==> config.mk <==
export PLATFORM = sky130hd
export DESIGN_NAME = bios_loader
export DESIGN_NICKNAME = d
export VERILOG_FILES = /design/src/rtl/bios_loader.sv
export SDC_FILE = /design/constraint.sdc
export NUM_CORES = 1
export LEC_CHECK = 0
export CORE_MARGIN = 4
export CORE_UTILIZATION = 40
export CTS_BUF_LIST = sky130_fd_sc_hd__clkbuf_16
export CTS_CLUSTER_SIZE = 28
export DETAILED_ROUTE_END_ITERATION = 8
export PLACE_DENSITY = 0.7
export RECOVER_POWER = 50
export SLEW_MARGIN = 25
export SYNTH_ARGS = -nofsm -noshare
export SYNTH_HDL_FRONTEND = slang
export SYNTH_SLANG_ARGS = --single-unit
==> constraint.sdc <==
create_clock -name clk_auto -period 3.1 [get_ports clk_auto]
set_clock_uncertainty 0.1 [all_clocks]
set_input_delay 0.62 -clock clk_auto [delete_from_list [all_inputs] [get_ports clk_auto]]
set_output_delay 0.62 -clock clk_auto [all_outputs]
set_load 0.02 [all_outputs]
==> src/rtl/bios_loader.sv <==
// Boot-copy engine: streams the BIOS image out of the synchronous ROM into
// instruction memory, stopping after the halt word or at the end of the ROM.
//
// state   | meaning
// --------+-----------------------------------------------------------
// IDLE    | out of reset, waiting for start
// FETCH   | ROM samples romAddress on this edge
// CAPTURE | romData valid; register the write and decide if it is last
// WRITE   | memWrite held until memReady accepts the word
// DONE    | copy complete, done held until next start
module bios_loader #(
   parameter int          WORDS       = 64,
   parameter logic [31:0] MEM_BASE    = 32'd0,
   parameter logic [5:0]  HALT_OPCODE = 6'b011101,
   parameter bit          STOP_ON_HLT = 1'b1
) (
   input  logic        clk_auto,
   input  logic        reset,
   input  logic        start,
   output logic [31:0] romAddress,
   input  logic [31:0] romData,
   output logic        memWrite,
   output logic [31:0] memAddress,
   output logic [31:0] memData,
   input  logic        memReady,
   output logic        busy,
   output logic        done,
   output logic [6:0]  wordCount
);

   typedef enum logic [2:0] {
      IDLE    = 3'd0,
      FETCH   = 3'd1,
      CAPTURE = 3'd2,
      WRITE   = 3'd3,
      DONE    = 3'd4
   } state_t;

   localparam logic [31:0] LAST_INDEX = 32'(WORDS - 1);

   state_t state;
   logic   last_word;

   always_ff @(posedge clk_auto) begin
      if (!reset) begin
         state      <= IDLE;
         romAddress <= 32'd0;
         memWrite   <= 1'b0;
         memAddress <= 32'd0;
         memData    <= 32'd0;
         busy       <= 1'b0;
         done       <= 1'b0;
         wordCount  <= 7'd0;
         last_word  <= 1'b0;
      end else begin
         case (state)
            IDLE, DONE: begin
               if (start) begin
                  romAddress <= 32'd0;
                  wordCount  <= 7'd0;
                  done       <= 1'b0;
                  busy       <= 1'b1;
                  state      <= FETCH;
               end
            end
            FETCH: begin
               state <= CAPTURE;
            end
            CAPTURE: begin
               memData    <= romData;
               memAddress <= MEM_BASE + romAddress;
               memWrite   <= 1'b1;
               // The end-of-ROM term keeps romAddress from ever passing WORDS-1.
               last_word  <= (STOP_ON_HLT && (romData[31:26] == HALT_OPCODE)) ||
                             (romAddress == LAST_INDEX);
               state      <= WRITE;
            end
            WRITE: begin
               if (memReady) begin
                  memWrite  <= 1'b0;
                  wordCount <= wordCount + 7'd1;
                  if (last_word) begin
                     busy  <= 1'b0;
                     done  <= 1'b1;
                     state <= DONE;
                  end else begin
                     romAddress <= romAddress + 32'd1;
                     state      <= FETCH;
                  end
               end
            end
            default: begin
               state <= IDLE;
            end
         endcase
      end
   end

endmodule
Word-level counts from Yosys, hierarchy flattened:

Index checks and enable logic that the tools add are counted.

* output and inout port bits: 106
* bits in registers: 110
* input bits: 36
* logic and storage cells: 52

* equality and inequality tests: 10
* add/subtract/negate cells: 2
* reduce and logical (&&, ||, !) cells: 10
* mux-type cells: 21

Operators with widths (number)
* 32-bit two-way mux: 3
* 32-bit one-hot mux with 2 select lines: 1
* 32-bit by 1-bit adder with 32-bit output (second input constant): 1
* 32-bit by 6-bit equality test with 1-bit output (second input constant): 1
* 7-bit two-way mux: 2
* 7-bit one-hot mux with 2 select lines: 1
* 3-bit one-hot mux with 4 select lines: 1
* 3-bit two-way mux: 3
* 2-bit inequality test (second input constant): 4
* 4-bit AND reduction: 2
* 7-bit by 1-bit adder with 7-bit output (second input constant): 1
* 1-bit two-way mux: 7
* 3-bit by 2-bit equality test with 1-bit output (second input constant): 2
* 6-bit by 5-bit equality test with 1-bit output (second input constant): 1
* 1-bit one-hot mux with 2 select lines: 3
* 2-bit AND reduction: 2
* 2-bit nonzero test: 2
* 3-bit by 1-bit equality test with 1-bit output (second input constant): 1
* 3-bit equality test (second input constant): 1
* 3-bit logical NOT: 1
* 3-bit AND reduction: 1
* 2-bit OR reduction: 1
* 1-bit logical OR: 1

Depth between registers and ports, before layout:

Gate-level depths: netlist (run 1).

* depth in word-level cells: 4
* mapped depth: 8
* depth with buffers taken out: 5

Least setup slack after synthesis (run 1):

No wires, ideal clock.

* path kind: input to register
* from: input start
* to: register romAddress[28]
* slack: 0.970 ns
* arrival time: 1.959 ns
* cell stages on the path: 6
* setup time: 0.071 ns
* path through: or3b_1 > buf_6 > o21ai_4 > nand4_4 > or4_1 > a21oi_1

* cells in the longest elaborated chain, start to end: 2

RTL lines
* from (decl): RTL line 19 `input logic start,`
* 2-bit inequality test (no line)
* 4-bit AND reduction (no line)
* to (signal assigned): RTL line 87 `romAddress <= romAddress + 32'd1;`
* to (decl): RTL line 20 `output logic [31:0] romAddress,`

No other way between the ends.
A chain may end at the register's enable or synchronous reset.

Worst setup path in the final report (run 1):

Same ends and word-level chain as after synthesis.

==> results of run 1 <==
==> registers in the layout, indices dropped and copies added, names as in the netlist <==
name / count
memAddress: 32
romAddress: 32
state: 3
memData: 32
busy: 1
last_word: 1
done: 1
wordCount: 7
memWrite: 1
==> synthesized netlist by cell type, types with 2 or more instances <==
master	count	area, um2
a21boi_0	68	510.5
nor2b_1	3	18.77
o21a_1	3	22.52
nand2_1	151	566.8
dfxtp_1	110	2202
and2_1	5	31.28
nor2_1	32	120.1
clkbuf_1	25	93.84
xnor2_1	14	122.6
nor4_1	11	68.82
xor2_1	10	87.58
a21oi_1	14	70.07
and3_1	3	18.77
ha_1	2	25.02
nand4_1	11	68.82
and4b_1	2	20.02
nand4b_1	2	17.52
nand3_1	16	80.08
and4_1	2	17.52
buf_6	2	22.52
nor3_1	11	55.05
o21ai_0	12	60.06
or3_1	10	62.56
inv_1	6	22.52
buf_2	3	15.01
or4_1	3	22.52
==> worst max-delay path by stage <==
stage | end | slack, ns | cells past startpoint
after detailed placement | romAddress[28]$_SDFFE_PN0P_ | 0.29 | 6
final | romAddress[28]$_SDFFE_PN0P_ | 0.54 | 6
after CTS | romAddress[28]$_SDFFE_PN0P_ | 0.64 | 6
after floorplan | romAddress[28]$_SDFFE_PN0P_ | 0.97 | 6
after global routing | wordCount[5]$_SDFFE_PN0P_ | 0.40 | 6
after global placement | romAddress[28]$_SDFFE_PN0P_ | 0.30 | 6
==> per-stage QoR <==
stage          area [um2]  total power, W  hold WS, ns
2_1_floorplan        4571        0.001671       0.4240
3_3_place_gp         6071        0.001805       0.3500
3_5_place_dp         6071        0.001810       0.3575
4_1_cts              6394        0.003061       0.3681
5_1_grt              6386        0.003134       0.3832
6_report             6386        0.003011       0.3610
==> report_power, final <==
part	switching, W	total, W	internal, W
sequential	0.0000234	0.00147	0.00145
combinational	0.000171	0.000297	0.000126
clock	0.000532	0.00125	0.000713
total	0.000727	0.00301	0.00228
==> worst reg2reg max path: stages (launching register included) <==
cell and delay, ns:
dfxtp_1 0.38, or3b_1 0.58, o21ai_4 0.19, nand4_4 0.20, or4_1 0.50, a21oi_1 0.15
==> logic make-up (layout without fill, tap and decap cells) <==
| kind of cell | Yosys count | in the layout | share of synthesized area |
|---|---|---|---|
| buffers and inverters | 38 | 170 | 0.03558 |
| and+or+nand+nor | 268 | 268 | 0.2699 |
| xor gates and xnor gates | 24 | 24 | 0.04599 |
| AOI/OAI and AO/OA | 104 | 104 | 0.1591 |
| DFF | 110 | 110 | 0.4818 |
| adders and majority gates | 2 | 2 | 0.005474 |
| muxes | 1 | 1 | 0.002190 |
==> cell type report <==
class                   instances  area (um2)  share of cell area
multi-input cells             399        2212              0.3464
flip-flops and latches        110        2202              0.3448
repair buffers                148        1451              0.2273
clock buffers                   9       225.2             0.03527
well taps                     140       175.2             0.02743
clock inverters                 7       97.59             0.01528
inverters                       6       22.52            0.003527
==> metal layers <==
| metal | track usage | vias up |
|---|---|---|
| met3 | 0.05368 | 20 |
| met1 | 0.2420 | 1941 |
| li1 | - | 2107 |
| met4 | 0.06338 | 0 |
| met5 | 0 | - |
| met2 | 0.3025 | 133 |
==> metrics.csv, run 1 <==
stage;metric;value;unit
placement;dp.cells;803;
global_routing;grt_pass1_vias;4042;
critical_path;reg2reg_to;romAddress[28]$_SDFFE_PN0P_;
cts;clock_latency;0.34;ns
floorplanning;die_area;0.01320;mm2
critical_path;path_max_fanout;10;
critical_path;timing.rr.start;state[0]$_SDFFE_PN0P_;
cts;cts_resized;0;
synth;syn_avg_cell_area;8.356;um2
pwr;leakagePower;2.167;nW
critical_path;worstPathArrival;2.74;ns
routing;met2RoutedLength;5783;um
hold_path;hold_path_depth;2;
synth;async_flop_share;0;
pwr;power_density;471.5;mW/mm2
pwr;peakVddDrop;306.1;uV
global_routing;grt.overflow.total;0;
cts;cts_tree;done;
layout;layout.cells.non_filler;819;
timing;slew_headroom;0.1346;
routing;totalWireLength;12450;um
synth;synthCells;547;
cts;h-tree-depth;3;
placement;io_buffers;141;
synth;synth_seq_cells;110;
critical_path;cp_top_family;simple AND/OR/NAND/NOR gates;
critical_path;critPathSlowestCell;dlygate4sd3_1;
hold_path;hold_path_startpoint;memData[3]$_SDFFE_PN0P_;
critical_path;required;3.28;ns
run;cap_viol_max_count;0;
critical_path;path_class;in2reg;
global_routing;grt_pass1_wl;20190;um
critical_path;max_stage_delay;0.55;ns
routing;first_pass_iters;4;
timing;rsz0062_at_grt;false;
cts;clock_path_buffers;2;
global_routing;grt_usage;0.1877;
timing;period_share;0.8250;
critical_path;cp_num_buf_inv;1;
outcome;status;finished, final reports clean;
critical_path;startpoint;start;
floorplanning;core_area;0.01103;mm2
cts;clkTransAtPathRegs;0.07;ns
floorplanning;initial_core_util;0.4144;
layout;layout_common_cells;nand2_1 (151), dfxtp_1 (110), clkdlybuf4s50_1 (105);
routing;highest_layer;met4;
cts;clkSinkCount;110;
routing;detail_route.wl_per_cell;15.20;um
synth;yosysSeqAreaShare;0.4818;
layout;drive_above_1_share;0.03829;
layout;mostFrequentLayoutCell;nand2_1;
timing;finalSetupViolCount;0;
critical_path;critPathCaptureType;flop;
timing;hold_viol_final;0;
timing;drv_slew;0;
layout;nFillCells;988;
routing;vias_per_cell;5.129;
placement;place_congestion;0.8420;
placement;hpwl;8966;um
synth;synth_edf_count;0;
floorplanning;die_y;114.9;um
hold_path;whs_endpoint;memData[3]$_SDFFE_PN0P_;
cts;holdBufCountCts;0;
layout;finalNetCount;712;
critical_path;rr_worst_depth;5;
synth;synth_cell_type_count;42;
routing;wl_met3;901;um
layout;postLayoutCoreUtil;0.5789;
timing;fin_crit;2.558;ns
routing;vias;4201;
routing;detail-route-antenna-nets;0;
synth;netlist_area;0.004571;mm2
placement;place_ws;0.2852;ns
floorplanning;ios;142;
routing;drt_iter0_drc;198;
global_routing;antenna_found_initial;0;
timing;timing.final.ws_setup;0.5423;ns
layout;syn2layout_area_growth;39.72;%
cts;cts_setup_buffers;0;
critical_path;crit_chain;dlygate4sd3_1 > or3b_1 > o21ai_4 > nand4_4 > or4_1 > a21oi_1;
timing;tightest_slew;1.298;ns
cts;cts-buffers-inserted;9;
cts;root_buffer;clkbuf_16;
synth;ys_warn_count;0;
routing;drt_drc_violations_left;0;
critical_path;regToRegSetupSlack;0.94;ns
layout;antennaDiodeCount;0;
global_routing;grt_start_max_net_pins;65;
routing;met1_length;5513;um
synth;syn_nets;585;
timing;clock.fmax;391.0;MHz
floorplanning;placementRows;38;
floorplanning;fp.dieW;114.9;um
hold_path;hold_class;reg2reg;
timing;fin_tns_setup;0;ns
synth;synth_flop_cell;dfxtp_1;
critical_path;critPathLaunchType;primary input;
Note: power is estimated with default switching activity, not from simulation.
==> inputs of run 2 (changes only) <==
- PLACE_DENSITY: 0.7 -> 0.73
- clock period: 3.1 -> 2.07 ns (I/O delays scaled with it)
==> run 2 against run 1 <==
Hold slack worse by 0.0021 ns. Design area up 4.8%. Die area unchanged. Flip-flop and latch count unchanged. Combinational power up 69%. Register-to-register slack worse by 0.79 ns. Via count up 4.8%. Global-route usage up 0.89 points. Highest routed layer unchanged.
==> metrics.csv, run 2 (synthesis gave the netlist of run 1 again) <==
stage;metric;value;unit;change
layout;antennaDiodeCount;0;;unchanged
floorplanning;placementRows;38;;unchanged
critical_path;critPathLaunchType;flop;;
global_routing;grt_usage;0.1966;;+0.008917
run;cap_viol_max_count;0;;unchanged
routing;vias;4401;;+4.8%
global_routing;grt_pass1_wl;21170;um;+4.9%
hold_path;whs_endpoint;memAddress[7]$_SDFFE_PN0P_;;
critical_path;max_stage_delay;0.67;ns;+0.12 ns
global_routing;grt.overflow.total;0;;unchanged
routing;wl_met3;882;um;-2.1%
routing;detail-route-antenna-nets;0;;unchanged
critical_path;path_max_fanout;8;;-2
critical_path;rr_worst_depth;5;;unchanged
timing;hold_viol_final;0;;unchanged
routing;totalWireLength;13160;um;+5.7%
hold_path;hold_class;reg2reg;;
critical_path;cp_num_buf_inv;1;;unchanged
timing;tightest_slew;0.6778;ns;-0.6203 ns
cts;cts_tree;done;;
placement;io_buffers;141;;unchanged
layout;top_regs;memAddress x32, memData x32, romAddress x32;;
timing;fin_tns_setup;0;ns;unchanged
cts;root_buffer;clkbuf_16;;
floorplanning;initial_core_util;0.4144;;unchanged
placement;hpwl;9682;um;+8.0%
floorplanning;die_y;114.9;um;unchanged
cts;h-tree-depth;3;;unchanged
critical_path;reg2reg_to;romAddress[31]$_SDFFE_PN0P_;;
timing;period_share;0.9755;;
critical_path;timing.rr.start;romAddress[21]$_SDFFE_PN0P_;;
critical_path;path_class;reg2out;;
outcome;status;finished, final reports clean;;
placement;place_ws;-0.3461;ns;-0.6313 ns
routing;vias_per_cell;5.147;;+0.35%
routing;detail_route.wl_per_cell;15.39;um;+1.3%
pwr;power_density;643.3;mW/mm2;+36%
critical_path;worst-path-stages;1;;-5
floorplanning;fp.dieW;114.9;um;unchanged
critical_path;crit_chain;clkdlybuf4s50_1;;
routing;highest_layer;met4;;
global_routing;antenna_found_initial;0;;unchanged
hold_path;hold_path_depth;2;;unchanged
timing;finalSetupViolCount;0;;unchanged
layout;finalNetCount;748;;+5.1%
cts;clock_latency;0.34;ns;about the same
routing;drt_iter0_drc;262;;+32%
critical_path;critPathSlowestCell;clkdlybuf4s50_1;;
timing;slew_headroom;0.5434;;+0.4088
critical_path;cp_top_family;buffers and inverters;;
pwr;leakagePower;2.473;nW;+14%
layout;mostFrequentLayoutCell;nand2_1;;
placement;place_congestion;0.8401;;-0.23%
global_routing;grt_pass1_vias;4346;;+7.5%
routing;met2RoutedLength;6262;um;+8.3%
layout;syn2layout_area_growth;46.48;%;
floorplanning;die_area;0.01320;mm2;unchanged
cts;clkSinkCount;110;;unchanged
routing;drt_drc_violations_left;0;;unchanged
timing;clock.fmax;495.2;MHz;
cts;cts-buffers-inserted;9;;unchanged
cts;clock_path_buffers;2;;unchanged
timing;drv_slew;0;;unchanged
critical_path;critPathCaptureType;output pin;;
critical_path;worstPathArrival;1.51;ns;-1.23 ns
cts;clkTransAtPathRegs;0.07;ns;about the same
timing;timing.final.ws_setup;0.05081;ns;-0.4915 ns
global_routing;grt_start_max_net_pins;65;;unchanged
pwr;peakVddDrop;395.2;uV;+29%
hold_path;hold_path_startpoint;memAddress[7]$_SDFFE_PN0P_;;
routing;met1_length;5732;um;+4.0%
critical_path;required;1.56;ns;-1.72 ns
timing;hold_ws;0.3589;ns;-0.002108 ns
layout;drive_above_1_share;0.1049;;+0.06660
floorplanning;ios;142;;unchanged
layout;layout_common_cells;nand2_1 (151), dfxtp_1 (107), clkdlybuf4s50_1 (71);;
floorplanning;core_area;0.01103;mm2;unchanged
routing;first_pass_iters;4;;unchanged
timing;fin_crit;2.019;ns;
critical_path;regToRegSetupSlack;0.15;ns;-0.79 ns
==> run 2: worst max-delay path by stage <==
stage | start | to | slack, ns
after CTS | start | romAddress[28]$_SDFFE_PN0P_ | 0.002
after detailed placement | start | romAddress[16]$_SDFFE_PN0P_ | -0.35
after global routing | start | romAddress[23]$_SDFFE_PN0P_ | -0.003
final | romAddress[21]$_SDFFE_PN0P_ | romAddress[21] | 0.05
after floorplan | romAddress[7]$_SDFFE_PN0P_ | romAddress[29]$_SDFFE_PN0P_ | 0.05
after global placement | start | romAddress[20]$_SDFFE_PN0P_ | -0.30
==> run 2: per-stage QoR <==
stage	cell area, um2	utilization	std cells	power, W
after CTS	6671	0.6048	853	0.004374
after global placement	6389	0.5792	837	0.002760
after detailed placement	6389	0.5792	837	0.002772
after floorplan	4571	-	547	0.002502
after global routing	6695	0.6070	855	0.004496
final	6695	0.6070	855	0.004307
==> run 2: layout make-up <==
cell class / count / area [um2]
well taps: 140 / 175.2
clock inverters: 7 / 47.55
clock buffers: 9 / 225.2
repair buffers: 184 / 1757
fillers: 964 / 4335
multi-input cells: 399 / 2262
flip-flops and latches: 110 / 2206
inverters: 6 / 22.52
==> run 2: power by group <==
part           internal, W  switching (W)  total (W)
Clock             0.000822       0.000786    0.00161
Combinational     0.000226       0.000275   0.000501
Sequential         0.00216      0.0000330    0.00220
Total              0.00321        0.00109    0.00431
==> run 2: layer usage <==
layer	GRT usage	up-vias
met5	0	-
met4	0.07433	0
met3	0.04526	18
met2	0.3241	132
met1	0.2509	2070
li1	-	2181
==> run 2: timing repair <==
action,CTS,global route
hold buffers,0,0
setup endpoints to repair,3,12
buffers inserted,0,2
gates resized for setup,3,13
pin swaps,0,7
==> run 2: worst min-delay path: stages (launching register included) <==
cell	delay [ns]
dfxtp_1	0.31
nand2_1	0.04
a21boi_0	0.06
